**src/rtl/ram_image_loader_if.sv**
```systemverilog
// Byte source, RAM port and dump stream of the image loader.
// Handshakes: byte_in moves when byte_valid && byte_ready on a rising edge, and a dump
// word moves when dump_valid && dump_ready. An MFA request holds until MFC is sampled high.
interface ram_image_loader_if #(
  parameter int ADDR_WIDTH     = 8,
  parameter int BYTES_PER_WORD = 4
);
  localparam int WW = 8 * BYTES_PER_WORD;

  logic [7:0]            byte_in;
  logic                  byte_valid;
  logic                  byte_ready;
  logic                  MFA;
  logic                  RW_RAM;
  logic [ADDR_WIDTH-1:0] mem_addr;
  logic [WW-1:0]         mem_wdata;
  logic [WW-1:0]         mem_rdata;
  logic                  MFC;
  logic [ADDR_WIDTH-1:0] dump_addr;
  logic [WW-1:0]         dump_data;
  logic                  dump_valid;
  logic                  dump_ready;

  modport master (
    input  byte_in, byte_valid, mem_rdata, MFC, dump_ready,
    output byte_ready, MFA, RW_RAM, mem_addr, mem_wdata, dump_addr, dump_data, dump_valid
  );

  modport slave (
    output byte_in, byte_valid, mem_rdata, MFC, dump_ready,
    input  byte_ready, MFA, RW_RAM, mem_addr, mem_wdata, dump_addr, dump_data, dump_valid
  );
endinterface

```
**src/rtl/ram_image_loader.sv**
```systemverilog
// Loads a byte stream into RAM word by word, releases the processor for a fixed run,
// then streams every RAM word back out.
module ram_image_loader #(
  parameter int ADDR_WIDTH     = 8,
  parameter int BYTES_PER_WORD = 4,
  parameter int DEPTH_BYTES    = 256,
  parameter int BIG_ENDIAN     = 1,
  parameter int RUN_CYCLES     = 1490,
  parameter int MFC_TIMEOUT    = 64
) (
  input  logic               CLK,
  input  logic               Reset,
  input  logic               start,
  ram_image_loader_if.master bus,
  output logic               cpu_reset,
  output logic               busy,
  output logic               done,
  output logic               err,
  output logic [3:0]         state_dbg_o
);
  localparam int WW    = 8 * BYTES_PER_WORD;
  localparam int CNT_W = (BYTES_PER_WORD > 1) ? $clog2(BYTES_PER_WORD) : 1;
  localparam int RUN_W = (RUN_CYCLES > 1) ? $clog2(RUN_CYCLES) : 1;
  localparam int TO_W  = (MFC_TIMEOUT > 1) ? $clog2(MFC_TIMEOUT) : 1;
  localparam logic [ADDR_WIDTH-1:0] LAST_ADDR = ADDR_WIDTH'(DEPTH_BYTES - BYTES_PER_WORD);
  localparam logic [ADDR_WIDTH-1:0] STEP      = ADDR_WIDTH'(BYTES_PER_WORD);

  typedef enum logic [3:0] {
    S_IDLE, S_COLLECT, S_WRITE, S_WAIT_W, S_RUN, S_READ, S_WAIT_R, S_OUT, S_DONE
  } state_t;

  state_t                state_q, state_d;
  logic [ADDR_WIDTH-1:0] ptr_q, ptr_d;
  logic [WW-1:0]         word_q, word_d;
  logic [WW-1:0]         rdata_q, rdata_d;
  logic [CNT_W-1:0]      byte_cnt_q, byte_cnt_d;
  logic [RUN_W-1:0]      run_cnt_q, run_cnt_d;
  logic [TO_W-1:0]       to_cnt_q, to_cnt_d;
  logic                  err_q, err_d;
  logic [CNT_W-1:0]      lane_sel;
  logic                  last_word;
  logic                  to_expired;

  always_ff @(posedge CLK or negedge Reset) begin
    if (!Reset) begin
      state_q    <= S_IDLE;
      ptr_q      <= '0;
      word_q     <= '0;
      rdata_q    <= '0;
      byte_cnt_q <= '0;
      run_cnt_q  <= '0;
      to_cnt_q   <= '0;
      err_q      <= 1'b0;
    end else begin
      state_q    <= state_d;
      ptr_q      <= ptr_d;
      word_q     <= word_d;
      rdata_q    <= rdata_d;
      byte_cnt_q <= byte_cnt_d;
      run_cnt_q  <= run_cnt_d;
      to_cnt_q   <= to_cnt_d;
      err_q      <= err_d;
    end
  end

  assign last_word  = (ptr_q == LAST_ADDR);
  assign to_expired = (to_cnt_q == TO_W'(MFC_TIMEOUT - 1));
  // Byte k of a word lands in lane BPW-1-k when big-endian, lane k otherwise.
  assign lane_sel   = (BIG_ENDIAN != 0) ? (CNT_W'(BYTES_PER_WORD - 1) - byte_cnt_q) : byte_cnt_q;

  always_comb begin
    state_d    = state_q;
    ptr_d      = ptr_q;
    word_d     = word_q;
    rdata_d    = rdata_q;
    byte_cnt_d = byte_cnt_q;
    run_cnt_d  = run_cnt_q;
    to_cnt_d   = to_cnt_q;
    err_d      = err_q;
    case (state_q)
      S_IDLE, S_DONE: begin
        if (start) begin
          state_d    = S_COLLECT;
          ptr_d      = '0;
          byte_cnt_d = '0;
          err_d      = 1'b0;
        end
      end
      S_COLLECT: begin
        if (bus.byte_valid) begin
          for (int k = 0; k < BYTES_PER_WORD; k++) begin
            if (lane_sel == CNT_W'(k)) word_d[k*8 +: 8] = bus.byte_in;
          end
          if (byte_cnt_q == CNT_W'(BYTES_PER_WORD - 1)) begin
            state_d    = S_WRITE;
            byte_cnt_d = '0;
          end else begin
            byte_cnt_d = byte_cnt_q + 1'b1;
          end
        end
      end
      S_WRITE: begin
        state_d  = S_WAIT_W;
        to_cnt_d = '0;
      end
      S_WAIT_W: begin
        if (bus.MFC) begin
          if (last_word) begin
            state_d   = S_RUN;
            ptr_d     = '0;
            run_cnt_d = RUN_W'(RUN_CYCLES - 1);
          end else begin
            state_d    = S_COLLECT;
            ptr_d      = ptr_q + STEP;
            byte_cnt_d = '0;
          end
        end else if (to_expired) begin
          state_d = S_DONE;
          err_d   = 1'b1;
        end else begin
          to_cnt_d = to_cnt_q + 1'b1;
        end
      end
      S_RUN: begin
        if (run_cnt_q == '0) state_d = S_READ;
        else                 run_cnt_d = run_cnt_q - 1'b1;
      end
      S_READ: begin
        state_d  = S_WAIT_R;
        to_cnt_d = '0;
      end
      S_WAIT_R: begin
        if (bus.MFC) begin
          state_d = S_OUT;
          rdata_d = bus.mem_rdata;
        end else if (to_expired) begin
          state_d = S_DONE;
          err_d   = 1'b1;
        end else begin
          to_cnt_d = to_cnt_q + 1'b1;
        end
      end
      S_OUT: begin
        if (bus.dump_ready) begin
          if (last_word) begin
            state_d = S_DONE;
          end else begin
            state_d = S_READ;
            ptr_d   = ptr_q + STEP;
          end
        end
      end
      default: state_d = S_IDLE;
    endcase
  end

  always_comb begin
    bus.byte_ready = (state_q == S_COLLECT);
    bus.MFA        = (state_q inside {S_WRITE, S_WAIT_W, S_READ, S_WAIT_R});
    bus.RW_RAM     = (state_q inside {S_WRITE, S_WAIT_W});
    bus.mem_addr   = ptr_q;
    bus.mem_wdata  = word_q;
    bus.dump_valid = (state_q == S_OUT);
    bus.dump_addr  = ptr_q;
    bus.dump_data  = rdata_q;
    cpu_reset      = (state_q == S_RUN);
    busy           = !(state_q inside {S_IDLE, S_DONE});
    done           = (state_q == S_DONE);
    err            = err_q;
    state_dbg_o    = state_q;
  end
endmodule

```
**src/flat_wrapper.sv**
```systemverilog
// flat-port wrapper written by rule: the top's interface ports become plain ports
module ram_image_loader_flat 
#(
  parameter int ADDR_WIDTH     = 8,
  parameter int BYTES_PER_WORD = 4,
  parameter int DEPTH_BYTES    = 256,
  parameter int BIG_ENDIAN     = 1,
  parameter int RUN_CYCLES     = 1490,
  parameter int MFC_TIMEOUT    = 64
)
  (CLK, Reset, start, cpu_reset, busy, done, err, state_dbg_o, bus_byte_in, bus_byte_valid, bus_mem_rdata, bus_MFC, bus_dump_ready, bus_byte_ready, bus_MFA, bus_RW_RAM, bus_mem_addr, bus_mem_wdata, bus_dump_addr, bus_dump_data, bus_dump_valid);
  ram_image_loader_if #(.ADDR_WIDTH(ADDR_WIDTH), .BYTES_PER_WORD(BYTES_PER_WORD)) bus_i ();
  input  logic CLK;
  input  logic Reset;
  input  logic start;
  output logic cpu_reset;
  output logic busy;
  output logic done;
  output logic err;
  output logic [3:0] state_dbg_o;
  input wire logic [$bits(bus_i.byte_in)-1:0] bus_byte_in;
  input wire logic [$bits(bus_i.byte_valid)-1:0] bus_byte_valid;
  input wire logic [$bits(bus_i.mem_rdata)-1:0] bus_mem_rdata;
  input wire logic [$bits(bus_i.MFC)-1:0] bus_MFC;
  input wire logic [$bits(bus_i.dump_ready)-1:0] bus_dump_ready;
  output wire logic [$bits(bus_i.byte_ready)-1:0] bus_byte_ready;
  output wire logic [$bits(bus_i.MFA)-1:0] bus_MFA;
  output wire logic [$bits(bus_i.RW_RAM)-1:0] bus_RW_RAM;
  output wire logic [$bits(bus_i.mem_addr)-1:0] bus_mem_addr;
  output wire logic [$bits(bus_i.mem_wdata)-1:0] bus_mem_wdata;
  output wire logic [$bits(bus_i.dump_addr)-1:0] bus_dump_addr;
  output wire logic [$bits(bus_i.dump_data)-1:0] bus_dump_data;
  output wire logic [$bits(bus_i.dump_valid)-1:0] bus_dump_valid;
  assign bus_i.byte_in = bus_byte_in;
  assign bus_i.byte_valid = bus_byte_valid;
  assign bus_i.mem_rdata = bus_mem_rdata;
  assign bus_i.MFC = bus_MFC;
  assign bus_i.dump_ready = bus_dump_ready;
  assign bus_byte_ready = bus_i.byte_ready;
  assign bus_MFA = bus_i.MFA;
  assign bus_RW_RAM = bus_i.RW_RAM;
  assign bus_mem_addr = bus_i.mem_addr;
  assign bus_mem_wdata = bus_i.mem_wdata;
  assign bus_dump_addr = bus_i.dump_addr;
  assign bus_dump_data = bus_i.dump_data;
  assign bus_dump_valid = bus_i.dump_valid;
  ram_image_loader #(.ADDR_WIDTH(ADDR_WIDTH), .BYTES_PER_WORD(BYTES_PER_WORD), .DEPTH_BYTES(DEPTH_BYTES), .BIG_ENDIAN(BIG_ENDIAN), .RUN_CYCLES(RUN_CYCLES), .MFC_TIMEOUT(MFC_TIMEOUT)) u_core (.CLK(CLK), .Reset(Reset), .start(start), .bus(bus_i), .cpu_reset(cpu_reset), .busy(busy), .done(done), .err(err), .state_dbg_o(state_dbg_o));
endmodule
```
**config.mk**
```make
export PLATFORM = sky130hd
export DESIGN_NAME = ram_image_loader_flat
export DESIGN_NICKNAME = d
export VERILOG_FILES = /design/src/rtl/ram_image_loader_if.sv /design/src/rtl/ram_image_loader.sv /design/src/flat_wrapper.sv
export SDC_FILE = /design/constraint.sdc
export NUM_CORES = 1
export LEC_CHECK = 0
export CORE_UTILIZATION = 50
export DETAILED_ROUTE_END_ITERATION = 7
export PLACE_DENSITY = 0.82
export SYNTH_ARGS = -nofsm -noshare
export SYNTH_HDL_FRONTEND = slang
export SYNTH_SLANG_ARGS = --single-unit
```
**constraint.sdc**
```tcl
create_clock -name CLK -period 5.5 [get_ports CLK]
set_clock_uncertainty 0.2 [all_clocks]
set_input_delay 1.375 -clock CLK [delete_from_list [all_inputs] [get_ports CLK]]
set_output_delay 1.375 -clock CLK [all_outputs]
set_load 0.01 [all_outputs]
```
Word level (Yosys, flattened, before mapping). Index checks and enable logic that the tools add are counted.

Output and inout bits: 92. Bits of input ports: 46. Word-level logic and storage cells: 103. Bits in registers: 96.

Equal/unequal tests: 27. Muxes and demuxes: 34. Add/sub/neg operators: 5. Reduce and logical (&&, ||, !) cells: 26.

Operators by type and width (number): 8-bit 2-to-1 mux (5); 4-bit 2-to-1 mux (9); 11-bit 2-to-1 mux (3); 4-bit one-hot mux with 8 select lines (1); 8-bit one-hot mux with 3 select lines (1); 11-bit one-hot mux with 2 select lines (1); 2-bit inequality test (second input constant) (9); 4-bit by 3-bit == test with 1-bit output (second input constant) (4); 3-bit AND reduction (5); 5-bit AND reduction (3); 6-bit 2-to-1 mux (2); 6-bit one-hot mux with 2 select lines (1); 11-bit zero test (1); 11-bit by 1-bit subtractor with 11-bit output (second input constant) (1); 2-bit 2-to-1 mux (5); 2-bit nonzero test (5); 8-bit by 3-bit adder with 8-bit output (second input constant) (1); 4-bit by 2-bit == test with 1-bit output (second input constant) (2); 8-bit == test (second input constant) (1); 2-bit by 1-bit inequality test with 1-bit output (second input constant) (4); 4-bit AND reduction (2); 6-bit by 1-bit adder with 6-bit output (second input constant) (1); 2-bit == test (second input constant) (3); 6-bit == test (second input constant) (1); 16 further kinds (21).

Logic depth before layout (Yosys ltp).
Depth after elaboration: 4. Mapped depth: 8. Gate-level depth less buffers: 7.

Least setup slack after synthesis. Ideal clock, no wire load.

Kind: input-to-reg. Start point: input port bus_MFC. End point: register u_core.run_cnt_q[8]. Cell stages on the path: 5. Data arrival time: 2736 ps. Required time: 5231 ps. Path slack: 2495 ps. Cells stage by stage: clkbuf_1 nand3b_1 a2111o_1 or4_1 nand3_1.

Word-level cells in the longest chain between the ends: 2.

RTL lines: from (decl) (line flat_wrapper.sv:24) `input wire logic [$bits(bus_i.MFC)-1:0] bus_MFC;`; 2-bit inequality test (no line); 4-bit AND reduction (no line); to (signal assigned) (line ram_image_loader.sv:60) `run_cnt_q <= run_cnt_d;`; to (decl) (line ram_image_loader.sv:37) `logic [RUN_W-1:0] run_cnt_q, run_cnt_d;`.

No other way between the ends. A chain may end at the register's enable or synchronous reset.

Worst setup path in the final report.
Start point: register u_core.state_q[2], in the netlist u_core.state_dbg_o[2]. End point: output port cpu_reset.

Word-level cells in the longest chain between the ends: 1.

RTL lines: from (decl) (line ram_image_loader.sv:32) `state_t state_q, state_d;`; from (signal assigned) (line ram_image_loader.sv:55) `state_q <= state_d;`; 4-bit by 3-bit == test with 1-bit output (line ram_image_loader.sv:166) `cpu_reset = (state_q == S_RUN);`; to (decl) (line flat_wrapper.sv:16) `output logic cpu_reset;`.

No other way between the ends.

==> results.py <==
metrics = {
    "synth": {
        "synth_compound_area_share_pct": 11.07,
        "synth_xor_area_share_pct": 1.585,
        "synthCells": 375,
        "ys_seq_area_share_pct": 53.21,
        "avgSynthCellArea_um2": 11.79,
        "synth_seq_cells": 94,
        "syn_area_um2": 4420,
        "async_reset_ff_share_pct": 100.0,
        "synth_top_cell_by_area": "dfrtp_1",
        "ys.flop_type": "dfrtp_1",
        "synthSimpleGateAreaFrac_pct": 11.46,
        "synthAdderAreaFrac_pct": 2.264,
        "ys.warnings.count": 0,
        "synth_edf_count": 0,
        "yosysUniqueCellTypes": 59,
        "synth_area_leaders": "dfrtp_1 53%, mux2_1 16%, ha_1 2.3%",
        "synth_top_family_by_area": "multiplexers",
        "synthMuxAreaShare_pct": 16.30,
        "synth.top_cell.area_share_pct": 53.21,
    },
    "critical_path": {
        "critPathKind": "reg -> out",
        "critPathRequiredTime_ns": 3.92,
        "reg2reg_depth": 7,
        "crit_path_end_kind": "output port",
        "critPathLaunchType": "flip-flop",
        "worstPathArrival_ns": 2.23,
        "crit_fanout": 24,
        "critPathLaunch": "u_core.state_dbg_o[2]",
        "r2r-start": "u_core.state_dbg_o[2]",
    },
    "die": {
        "initial_core_util_pct": 52.74,
        "core_area_um2": 8382,
        "die_h_um": 96.03,
        "num_io_pins": 138,
        "die_area_um2": 9221,
        "num_rows": 33,
        "die_w_um": 96.03,
    },
    "detailed_routing": {
        "vias_per_cell": 5.503,
        "vias": 3357,
        "dr.pass1.iters": 4,
        "wl_um": 10210,
        "wl_met1_um": 4415,
        "drt_iter0_markers": 142,
        "drcViolationCount": 0,
        "route.met2.wl_um": 4807,
        "top_layer": "met4",
        "routed-wl-met3_um": 886,
        "drt-wirelength-per-cell_um": 16.74,
        "drtAntennaViolNets": 0,
    },
    "clocking": {
        "clk_latency_ns": 0.35,
        "post_cts_resized": 0,
        "post_cts_buffers": 0,
        "clock_tree.buffer_depth": 2,
        "cts_buffers": 9,
        "cts_tree": "done",
        "clkTransAtPathRegs_ns": 0.09,
        "clock_sinks": 94,
        "cts_root_buf": "clkbuf_8",
        "holdBufCountCts": 0,
        "htree_levels": 3,
    },
    "timing": {
        "finalCritPeriodShare_pct": 69.25,
        "setup_viol": 0,
        "finalCriticalPeriod_ns": 3.809,
        "hold_viol": 0,
        "tightest_slew_ns": 0.7333,
        "slew_headroom_pct": 51.11,
        "rsz0062_at_grt": "no",
        "timing.setup.tns_ns": 0,
        "final_max_slew_viol_count": 0,
        "max_freq_ghz": 0.2626,
    },
    "finish": {
        "final_cell_mix": "132 x clkdlybuf4s50_1, 94 x dfrtp_1, 62 x mux2_1, 25 x nor2_1, 24 x nand2_1",
        "insertedDiodeCount": 0,
        "syn_to_final_growth_pct": 34.36,
        "drive_above_1_share_pct": 6.337,
        "fillers": 617,
        "nets": 554,
        "final_common_cell": "clkdlybuf4s50_1",
        "final_cells": 610,
    },
    "power_and_ir_drop": {
        "max-vdd-ir-drop_mv": 0.2151,
        "powerDensity_nw_per_um2": 364.8,
        "power_leakage_nw": 2.585,
    },
    "global_routing": {
        "grtUsageTotal_pct": 23.03,
        "grt-ovfl-total": 0,
        "first_global_vias": 3243,
        "grt_max_degree": 59,
        "grt_pass1_wl_um": 16230,
        "antenna_found_initial": 0,
    },
    "worst_hold_path": {
        "hp-class": "reg -> reg",
        "hold_depth": 1,
        "hold_start": "u_core.bus.dump_data[29]",
    },
    "status": {
        "status": "completed",
    },
    "place": {
        "placedCellCount": 594,
        "gp_congestion": 0.9498,
        "port_buffers": 133,
        "hpwl_um": 7629,
    },
    "flow_run": {
        "drv_cap": 0,
    },
}
## kinds of logic (layout without fill, tap and decap cells)
group	after synthesis	count (layout)
other	1	4
AND/OR/NAND/NOR	98	98
XOR/XNOR	8	8
AO/OA/AOI/OAI	68	68
flip-flops	94	94
multiplexers	64	64
adder cells (fa/ha/maj)	8	8
buffers and inverters	34	161
## worst max-delay path, cell delays in order, from the launching register on
cell,delay [ns]
dfrtp_1,0.78
nor2b_2,0.32
nand2_2,0.14
clkinv_2,0.10
clkdlybuf4s50_1,0.55
## through the flow
stage	util, %	setup WS (ns)	cell area (um^2)	power (mW)	hold WS (ns)
finish	70.86	1.691	5939	2.166	0.2919
detailed placement	68.82	1.918	5768	1.777	0.2738
floorplan	-	2.495	4432	1.355	0.2634
CTS	70.86	1.697	5939	2.184	0.2948
global placement	68.82	1.966	5768	1.744	0.2672
global route	70.86	1.511	5939	2.297	0.3109
## Yosys cell counts (3+ instances only)
master	count
nand2_1	24
clkbuf_1	7
nand2b_1	5
xnor2_1	6
or4_1	3
a22o_1	5
o21ai_0	10
a21oi_1	8
nand3b_1	3
buf_4	11
o21ai_1	11
a31oi_1	3
mux2_1	62
nor3_1	3
buf_2	6
nand3_1	12
nor2_1	25
or3_1	5
dfrtp_1	94
o31ai_1	6
inv_1	9
ha_1	8
## layer usage
metal  up-vias  GRT usage (%)
met5         -              0
met4         0          6.841
met3        12          4.581
met2       119          38.18
met1      1644          30.58
li1       1582              -
## state kept, by name, summed over array words and instances (netlist names)
signal / count
u_core.state_dbg_o: 4
u_core.bus.dump_addr: 6
u_core.bus.mem_wdata: 32
u_core.run_cnt_q: 11
u_core.err: 1
u_core.to_cnt_q: 6
u_core.bus.dump_data: 32
u_core.byte_cnt_q: 2
## layout make-up
class	count	area, um^2	area share (%)
sequential	94	2352	39.60
multi-input combinational	250	1902	32.02
timing repair buffer	135	1344	22.62
tap	105	131.4	2.212
clock buffer	10	127.6	2.149
clock inverter	6	43.79	0.7373
inverter	10	38.79	0.6530
## where the power goes
group	internal (mW)	leakage [nW]	switching, mW
combinational	0.439	1.28	0.359
clock	0.167	0.0870	0.241
sequential	0.837	1.21	0.123
## path summary, 6_finish.rpt
kind	to	slack, ns
worst min-delay path	u_core.bus.dump_data[29]	0.29
worst max-delay path	cpu_reset	1.69
max in group asynchronous	u_core.byte_cnt_q[0]	3.24
worst max register to register	u_core.run_cnt_q[8]	2.81
min in group asynchronous	u_core.bus.mem_wdata[7]	0.87
worst min register to register	u_core.bus.dump_data[29]	0.29
(Power assumes the default switching activity.)
